--- src/rtl/sort_pkg.sv ---
// Shared definitions for the odd-even transposition sort subsystem.
package sort_pkg;

    // Default array geometry, shared with the array and its data path.
    localparam int N_DEF  = 8;
    localparam int DATA_W = 4;

    // Sequencer states; the encoding is also exported on the debug port.
    typedef enum logic [2:0] {
        S_IDLE      = 3'd0,
        S_LOAD      = 3'd1,
        S_SORT_EVEN = 3'd2,
        S_SORT_ODD  = 3'd3,
        S_UNLOAD    = 3'd4,
        S_DONE      = 3'd5
    } sort_state_t;

endpackage

--- src/rtl/sort_sequencer.sv ---
// Control FSM for the odd-even transposition sort array: load N operands,
// run alternating even/odd compare-swap phases with early exit after two
// consecutive clean phases, unload N results, then pulse done.
//
// Handshakes: a transfer happens in exactly the cycle where valid and ready
// are both high (load_en / unload_en). in_ready and out_valid depend only on
// state, never on the partner's valid/ready, and either side may stall
// indefinitely.
module sort_sequencer
    import sort_pkg::*;
#(
    parameter int N  = N_DEF,
    parameter int CW = $clog2(N + 1)
) (
    input  logic          clk,
    input  logic          reset,
    input  logic          start,
    input  logic          in_valid,
    output logic          in_ready,
    output logic          load_en,
    output logic          even,
    output logic          odd,
    input  logic          any_swap,
    output logic          out_valid,
    input  logic          out_ready,
    output logic          unload_en,
    output logic          busy,
    output logic          done,
    output logic [2:0]    state_dbg
);

    localparam logic [CW-1:0] LAST = CW'(N - 1);

    sort_state_t   state;
    logic [CW-1:0] cnt;
    logic          prev_clean;
    logic          clean;

    assign clean = ~any_swap;

    // State, shared index/phase counter and previous-phase-clean flag.
    always_ff @(posedge clk) begin
        if (reset) begin
            state      <= S_IDLE;
            cnt        <= '0;
            prev_clean <= 1'b0;
        end else begin
            case (state)
                S_IDLE: begin
                    if (start) begin
                        state <= S_LOAD;
                        cnt   <= '0;
                    end
                end
                S_LOAD: begin
                    if (in_valid) begin
                        if (cnt == LAST) begin
                            state      <= S_SORT_EVEN;
                            cnt        <= '0;
                            prev_clean <= 1'b0;
                        end else begin
                            cnt <= cnt + CW'(1);
                        end
                    end
                end
                S_SORT_EVEN, S_SORT_ODD: begin
                    // Early exit only once both parities have been seen clean.
                    if ((clean && prev_clean) || (cnt == LAST)) begin
                        state <= S_UNLOAD;
                        cnt   <= '0;
                    end else begin
                        state      <= (state == S_SORT_EVEN) ? S_SORT_ODD : S_SORT_EVEN;
                        cnt        <= cnt + CW'(1);
                        prev_clean <= clean;
                    end
                end
                S_UNLOAD: begin
                    if (out_ready) begin
                        if (cnt == LAST) begin
                            state <= S_DONE;
                            cnt   <= '0;
                        end else begin
                            cnt <= cnt + CW'(1);
                        end
                    end
                end
                S_DONE: begin
                    state <= S_IDLE;
                end
                default: begin
                    state      <= S_IDLE;
                    cnt        <= '0;
                    prev_clean <= 1'b0;
                end
            endcase
        end
    end

    // Moore decode of the state; transfer strobes qualify with the partner.
    always_comb begin
        in_ready  = (state == S_LOAD);
        out_valid = (state == S_UNLOAD);
        even      = (state == S_SORT_EVEN);
        odd       = (state == S_SORT_ODD);
        busy      = (state != S_IDLE);
        done      = (state == S_DONE);
        load_en   = in_ready & in_valid;
        unload_en = out_valid & out_ready;
        state_dbg = state;
    end

endmodule

--- config.mk ---
export PLATFORM = sky130hd
export DESIGN_NAME = sort_sequencer
export DESIGN_NICKNAME = d
export VERILOG_FILES = /design/src/rtl/sort_pkg.sv /design/src/rtl/sort_sequencer.sv
export SDC_FILE = /design/constraint.sdc
export NUM_CORES = 1
export LEC_CHECK = 0
export BUFFER_PORTS_ARGS = -buffer_cell sky130_fd_sc_hd__buf_2
export CAP_MARGIN = 20
export CORE_UTILIZATION = 44
export CTS_CLUSTER_DIAMETER = 40
export DETAILED_ROUTE_END_ITERATION = 7
export PLACE_DENSITY = 0.79
export SYNTH_ARGS = -nofsm -noshare
export SYNTH_HDL_FRONTEND = slang
export SYNTH_SLANG_ARGS = --single-unit
export TNS_END_PERCENT = 100
--- constraint.sdc ---
create_clock -name clk -period 1.4 [get_ports clk]
set_input_delay 0.28 -clock clk [delete_from_list [all_inputs] [get_ports clk]]
set_output_delay 0.28 -clock clk [all_outputs]
set_load 0.01 [all_outputs]
==> summary.txt, run 1 <==
Final layout
  • # nets final: 131
  • Layout cell share with drive strength beyond 1: 0.623
  • Layout Area Growth over Synthesis: 78.4%
  • Post-layout util: 0.840
  • Filler cells: 75
  • Multi-input logic area: 497 µm²
  • Register Area: 176 µm²
  • Antenna cell count: 0

Synthesis
  • Syn Inst Count: 77
  • Synth warn: 0
  • Flop and latch count out of synthesis: 8
  • Synth top cells by count: 8 x dfxtp_1, 6 x a21oi_1, 6 x nor2_1
  • Dominant cells by area after synthesis: dfxtp_1 26%, a21oi_1 4.9%, a2111oi_4 4.5%
  • Post-synth top area cell: dfxtp_1
  • EDFF count, synth: 0
  • Synth Flop Type: dfxtp_1
  • Mapped Area: 613 µm²
  • Syn Area/Cell: 7.96 µm²
  • Synth async-reset ratio: 0
  • Sequential element share of the synthesized area: 0.261
  • Post-synth top area share: 0.261
  • Synth cell types: 37
  • Mapped Nets: 84
  • Top-count cell post-synth: dfxtp_1

Setup path
  • CP max stage cell: dfxtp_4
  • Crit Path Class: register to output pin
  • CP bufs+invs: 2
  • Critical Path RT: 1.12 ns
  • Worst R2R Setup Slack: -0.07 ns
  • Register-to-Register Path Depth: 5
  • CP Max Fanout: 5
  • Worst r2r src: state_dbg[0]
  • Critical Path Start Type: register
  • Endpoint class of the critical path: output pin
  • Worst Path Arrival: 1.26 ns
  • CP delay by family, top: simple AND/OR/NAND/NOR gates
  • FF-to-FF End: cnt[2]
  • Slowest stage delay, CP: 0.38 ns
  • CP Cell Sequence: buf_6 > or2b_1 > nor2_2 > buf_2

Route
  • 1st-iter DRT viols: 29
  • Final wirelength: 2510 µm
  • TritonRoute pass-1 iters: 4
  • Drt wl/cell: 18.3 µm
  • Via count: 850
  • Remaining DRCs: 0
  • Antenna-violating nets left: 0
  • Post-DR vias/cell: 6.20

Worst hold path
  • Min-Delay Endpoint: prev_clean
  • HP Class: input pin to register
  • Hold depth: 2
  • HP Start: reset

Floorplanning
  • Core ar.: 1300 µm²
  • IO Count: 17
  • Site Rows: 13
  • Die Footprint: 1550 µm²
  • Die Span X: 39.3 µm
  • Die Y: 39.3 µm
  • Starting density of the core: 0.471

Timing
  • Hold slack: 0.262 ns
  • Final setup viols: 11
  • Tightest Pin Transition: 0.370 ns
  • Tcrit/Tclk final: 1.10
  • Setup_tns: -0.531 ns
  • Worst setup margin: -0.140 ns
  • Final Skew: 0.000874 ns
  • RSZ-0062 raised after global routing: yes
  • FMAX: 0.649 GHz
  • Slew margin rel.: 0.751
  • Period minus WS final: 1.54 ns
  • Final Hold Fails: 0
  • Slew Limit Fails: 0

Pwr
  • Power per cell area: 522 nW/µm²
  • Sequential share of power: 0.410
  • Int Pwr: 0.417 mW
  • Power share of the clock group: 0.295
  • Logic pwr share: 0.294
  • Pwr Total: 0.571 mW
  • Switching share of power: 0.269
  • Net switching power: 0.154 mW
  • Peak supply drop: 608 µV
  • Static Leak: 0.480 nW

Status
  • Status: finished, violations left
  • Failing checks: negative setup slack

Global routing
  • First-pass GRT wire length: 3190 µm
  • Gr ovfl total: 0
  • GRT Total Usage: 0.317
  • Initial antenna violation count: 0
  • Vias in the first global route: 708
  • Largest net degree at the start of global routing: 11

Clock tree
  • H-tree depth: 1
  • Clk root buf: clkbuf_4
  • TritonCTS clock tree: built
  • Number of buffers created by CTS: 3
  • Clk slew on worst S/H paths: 0.05 ns
  • Maximum root-to-sink buffer count: 2
  • Skew-Pair Late Insertion Delay: 0.25 ns
  • Sink Count: 8

Place
  • HPWL Detailed: 1310 µm
  • I/O Buffers: 16
  • Final GP Congestion: 0.834

Flow run
  • MaxCap Viol Count: 0
-- worst max path at each step --
stage	slack, ns	to	start	cells past startpoint
finish	-0.14	in_ready	state_dbg[0]	4
CTS	-0.10	busy	state_dbg[0]	3
floorplan	0.03	state_dbg[0]	cnt[0]	5
global route	-0.19	in_ready	state_dbg[0]	4
global placement	-0.01	state_dbg[0]	cnt[1]	5
detailed placement	-0.04	state_dbg[0]	cnt[1]	5
-- cell families after synthesis --
kind of cell / Yosys count / synth area share
flip-flops: 8 / 0.261
multiplexers: 1 / 0.0245
adder cells (fa/ha/maj): 1 / 0.0204
AND/OR/NAND/NOR: 38 / 0.347
buffers and inverters: 8 / 0.0551
AO/OA/AOI/OAI: 21 / 0.292
-- layer usage --
layer / vias to the layer above / GRT usage / wire, µm
met3: 18 / 0.0568 / 138
li1: 375 / - / -
met2: 47 / 0.583 / 1300
met5: - / 0 / 0
met1: 410 / 0.325 / 922
met4: 0 / 0.198 / 147
-- layout by cell type (no fill, tap or decap), types with 4 or more instances in the layout --
cell / Yosys / final
buf_2: 3 / 12
buf_4: 0 / 20
buf_6: 0 / 13
dfxtp_4: 0 / 4
nand2_1: 5 / 4
a21oi_1: 6 / 5
-- final cells by class --
type                       instances  area share
multi-input combinational         61       0.454
timing repair buffer              46       0.331
sequential                         8       0.161
clock buffer                       3      0.0206
tap                               15      0.0172
inverter                           4      0.0160
-- sequential cells by signal (all words and copies together) (netlist names) --
name	count
cnt	4
prev_clean	1
state_dbg	3
-- per-stage QoR --
stage | instance area (µm²) | instances | setup WS [ns]
floorplan | 614 | 77 | 0.0291
global placement | 777 | 115 | -0.0131
detailed placement | 777 | 115 | -0.0381
CTS | 942 | 129 | -0.104
global route | 1090 | 137 | -0.187
finish | 1090 | 137 | -0.140
-- power groups by stage --
| stage | combinational, mW | clock [mW] | sequential (mW) |
|---|---|---|---|
| 4_1_cts | 0.138 | 0.174 | 0.234 |
| 2_1_floorplan | 0.0569 | 0 | 0.244 |
| 3_5_place_dp | 0.101 | 0 | 0.244 |
| 5_1_grt | 0.175 | 0.188 | 0.235 |
| 3_3_place_gp | 0.0990 | 0 | 0.243 |
| 6_report | 0.168 | 0.169 | 0.234 |
-- what timing repair did --
action	in CTS	in global routing
endpoints found under the hold margin	0	0
gates resized for setup	21	19
hold buffers	0	0
setup buffers	12	9
setup endpoints to repair	10	13
pin swaps	8	9
Note: power is estimated with default switching activity, not from simulation.
==> run 2: changes to the inputs <==
PLACE_DENSITY = default   (was 0.79)
PLACE_DENSITY_LB_ADDON = 0.3   (was default)
==> summary.txt, run 2 (same netlist as run 1, synthesis figures left out) <==
Status
  • Status: finished, violations left
  • Failing checks: negative setup slack

Route
  • Highest Signal Layer: met4
  • Post-DR vias/cell: 5.84
  • Remaining DRCs: 0
  • Final wirelength: 1970 µm
  • Drt wl/cell: 14.9 µm
  • Via count: 771
  • Met2 wire len: 963 µm
  • 1st-iter DRT viols: 27
  • Wl on met1: 800 µm
  • Met3 WL post-DR: 126 µm
  • TritonRoute pass-1 iters: 4
  • Antenna-violating nets left: 0

Timing
  • Period minus WS final: 1.52 ns
  • Worst setup margin: -0.120 ns
  • RSZ-0062 raised after global routing: yes
  • Tcrit/Tclk final: 1.09
  • Final setup viols: 11
  • Final Hold Fails: 0
  • Tightest Pin Transition: 0.387 ns
  • Slew Limit Fails: 0
  • FMAX: 0.658 GHz
  • Slew margin rel.: 0.741
  • Final Skew: 0.000905 ns
  • Setup_tns: -0.573 ns
  • Hold slack: 0.263 ns

Clock tree
  • Clk root buf: clkbuf_4
  • Maximum root-to-sink buffer count: 2
  • Clk slew on worst S/H paths: 0.05 ns
  • Number of buffers created by CTS: 3
  • Skew-Pair Late Insertion Delay: 0.25 ns
  • Sink Count: 8
  • H-tree depth: 1
  • Hold Buf Count CTS: 0
  • TritonCTS clock tree: built

Global routing
  • Largest net degree at the start of global routing: 10
  • GRT Total Usage: 0.258
  • First-pass GRT wire length: 2660 µm
  • Initial antenna violation count: 0
  • Gr ovfl total: 0
  • Vias in the first global route: 648

Final layout
  • Layout cell share with drive strength beyond 1: 0.556
  • Post-layout util: 0.748
  • Most flops, register: cnt
  • Antenna cell count: 0
  • Layout Area Growth over Synthesis: 58.8%
  • Final Instance Area: 973 µm²
  • Most common cell after layout, fill and taps aside: buf_4
  • Most frequent cells in the layout: 23 x buf_4, 16 x buf_2, 5 x nand2_1, 5 x a21oi_1
  • # nets final: 126
  • Fin cells: 132
  • Max reg flops: 4

Pwr
  • Peak supply drop: 458 µV
  • Static Leak: 0.450 nW
  • Pwr Total: 0.536 mW
  • Power per cell area: 551 nW/µm²

Setup path
  • Critical Path RT: 1.12 ns
  • CP Max Fanout: 4
  • Worst Path Arrival: 1.24 ns
  • Slowest stage delay, CP: 0.36 ns
  • CP Cell Sequence: buf_6 > or2b_1 > nor2_2 > buf_2
  • Crit Path Class: register to output pin
  • Endpoint class of the critical path: output pin
  • Critical Path Start Type: register
  • CP max stage cell: dfxtp_4

Floorplanning
  • Core ar.: 1300 µm²
  • Site Rows: 13
  • Starting density of the core: 0.471
  • IO Count: 17
  • Die Y: 39.3 µm
  • Die Footprint: 1550 µm²
  • Die Span X: 39.3 µm

Place
  • Place WS: 0.000713 ns
  • I/O Buffers: 16
  • HPWL Detailed: 1160 µm
  • Placed instance area: 792 µm²
  • Placed cell count: 117
  • Final GP Congestion: 0.875

Worst hold path
  • HP Class: input pin to register

Flow run
  • MaxCap Viol Count: 0
run 2: cell count changes in the layout (fill, tap and decap cells not counted), moves of 3 or more:
cell    before  now
buf_4       20   23
and3_4       3    0
buf_6       13    2
and3_1       0    3
buf_2       12   16
run 2: final timing paths:
path	depth (start not counted)	start	to	slack, ns
setup / recovery	4	state_dbg[0]	in_ready	-0.12
setup reg to reg	5	state_dbg[0]	cnt[3]	-0.05
hold / removal	2	reset	prev_clean	0.26
hold reg to reg	2	cnt[1]	cnt[1]	0.49
run 2: timing repair:
action | 4_1_cts | 5_1_grt
gates resized for setup | 8 | 14
pin swaps | 3 | 3
buffers inserted | 8 | 4
endpoints found under the setup margin | 9 | 13
run 2: layer usage:
layer | vias to the layer above | global-route usage
li1 | 369 | -
met1 | 359 | 0.304
met2 | 33 | 0.425
met3 | 10 | 0.0341
met4 | 0 | 0.181
met5 | - | 0
run 2: worst max-delay path, delay by kind of cell, from the launching register on:
kind	cells	cell delay (ns)
flops	1	0.36
buf+inv	2	0.25
simple gates	2	0.37
run 2: layout make-up:
type                    count  area, µm²
clock buffers               3       22.5
fillers                   109        328
inverters                   4       17.5
multi-input cells          61        463
flip-flops and latches      8        176
well taps                  15       18.8
repair buffers             41        275
run 2: report_power, final:
group / total [mW] / internal, mW / switching [mW]
clock network: 0.172 / 0.0978 / 0.0740
registers: 0.233 / 0.228 / 0.00565
logic: 0.131 / 0.0701 / 0.0612
==> run 3: changes to the inputs <==
PLACE_DENSITY = 0.72   (was default)
PLACE_DENSITY_LB_ADDON = default   (was 0.3)
==> summary.txt, run 3 (same netlist as run 1, synthesis figures left out) <==
Setup path
  • Endpoint class of the critical path: output pin
  • Critical Path RT: 1.12 ns
  • Crit Path Class: register to output pin
  • Critical path origin: state_dbg[0]
  • Worst Path Arrival: 1.25 ns
  • Worst R2R Setup Slack: -0.06 ns
  • FF-to-FF End: cnt[3]
  • CP Max Fanout: 5
  • Register-to-Register Path Depth: 5
  • Critical Path Sink: in_ready
  • Critical Path Start Type: register
  • Worst r2r src: state_dbg[0]

Final layout
  • Max reg flops: 4
  • Most common cell after layout, fill and taps aside: buf_2
  • Fin cells: 125
  • Final Instance Area: 943 µm²
  • Most flops, register: cnt
  • Antenna cell count: 0
  • Layout Area Growth over Synthesis: 53.9%
  • # nets final: 119
  • Layout cell share with drive strength beyond 1: 0.536
  • Most frequent cells in the layout: 16 x buf_2, 15 x buf_4, 5 x nand2_1, 5 x a21oi_1, 4 x nor2_1

Clock tree
  • Number of buffers created by CTS: 3
  • H-tree depth: 1
  • Sink Count: 8
  • TritonCTS clock tree: built
  • Skew-Pair Late Insertion Delay: 0.25 ns
  • Clk root buf: clkbuf_4
  • Maximum root-to-sink buffer count: 2
  • Clk slew on worst S/H paths: 0.05 ns

Route
  • Remaining DRCs: 0
  • Post-DR vias/cell: 5.85
  • Wl on met1: 819 µm
  • Highest Signal Layer: met4
  • TritonRoute pass-1 iters: 4
  • Final wirelength: 2040 µm
  • Met3 WL post-DR: 131 µm
  • 1st-iter DRT viols: 27
  • Drt wl/cell: 16.3 µm
  • Met2 wire len: 1030 µm
  • Via count: 731
  • Antenna-violating nets left: 0

Global routing
  • Largest net degree at the start of global routing: 11
  • Initial antenna violation count: 0
  • First-pass GRT wire length: 2680 µm
  • Gr ovfl total: 0
  • Vias in the first global route: 605
  • GRT Total Usage: 0.267

Floorplanning
  • Starting density of the core: 0.471
  • IO Count: 17
  • Die Footprint: 1550 µm²
  • Core ar.: 1300 µm²
  • Die Y: 39.3 µm
  • Site Rows: 13
  • Die Span X: 39.3 µm

Place
  • Placed instance area: 777 µm²
  • HPWL Detailed: 1190 µm
  • Final GP Congestion: 0.888
  • Placed cell count: 115
  • I/O Buffers: 16
  • Place WS: 0.00581 ns

Status
  • Failing checks: negative setup slack
  • Status: finished, violations left

Pwr
  • Pwr Total: 0.552 mW
  • Power per cell area: 586 nW/µm²
  • Static Leak: 0.412 nW
  • Peak supply drop: 380 µV

Timing
  • FMAX: 0.652 GHz
  • Tcrit/Tclk final: 1.10
  • Slew Limit Fails: 0
  • Final Hold Fails: 0
  • Final Skew: 0.00138 ns
  • Slew margin rel.: 0.718
  • Setup_tns: -0.518 ns
  • RSZ-0062 raised after global routing: yes
  • Worst setup margin: -0.133 ns
  • Tightest Pin Transition: 0.420 ns
  • Period minus WS final: 1.53 ns
  • Final setup viols: 8

Flow run
  • MaxCap Viol Count: 0

Worst hold path
  • HP Class: input pin to register
[run 3: worst max-delay path: stages (launching register included)]
cell	delay [ns]
dfxtp_4	0.37
buf_6	0.11
or2b_1	0.25
nor2_1	0.13
buf_2	0.14
[run 3: repair_timing]
item                                    in CTS  in global routing
cloned                                       0                  0
setup buffers                                4                  4
endpoints found under the setup margin       9                 11
hold buffers                                 0                  0
gates resized for setup                     13                  9
pin swaps                                    2                  5
[run 3: where the power goes]
part	switching (mW)	internal (mW)	total, mW	leakage, nW
sequential	0.00577	0.229	0.235	0.0680
clock	0.0816	0.0983	0.180	0.0138
combinational	0.0647	0.0728	0.138	0.330
[run 3: worst min path at each step]
stage	from	endpoint	slack (ns)	cells past startpoint
finish	reset	state_dbg[0]	0.29	2
global route	reset	state_dbg[0]	0.29	2
CTS	reset	state_dbg[0]	0.25	2
detailed placement	cnt[1]	cnt[1]	0.48	2
global placement	cnt[1]	cnt[1]	0.46	2
floorplan	cnt[1]	cnt[1]	0.45	2
[run 3: through the flow]
stage | util | hold slack (ns)
detailed placement | 0.597 | 0.476
global route | 0.725 | 0.295
floorplan | - | 0.446
finish | 0.725 | 0.287
CTS | 0.670 | 0.247
global placement | 0.597 | 0.459
[run 3: layout make-up]
type                            count  area, µm²
Fill cell                          95        358
Tap cell                           15       18.8
Clock buffer                        3       22.5
Sequential cell                     8        174
Inverter                            4       15.0
Timing Repair Buffer               34        220
Multi-Input combinational cell     61        493
[run 3: routing by layer]
layer | vias to the layer above | track usage
li1 | 352 | -
met1 | 343 | 0.314
met2 | 28 | 0.446
met3 | 8 | 0.0511
met4 | 0 | 0.155
met5 | - | 0
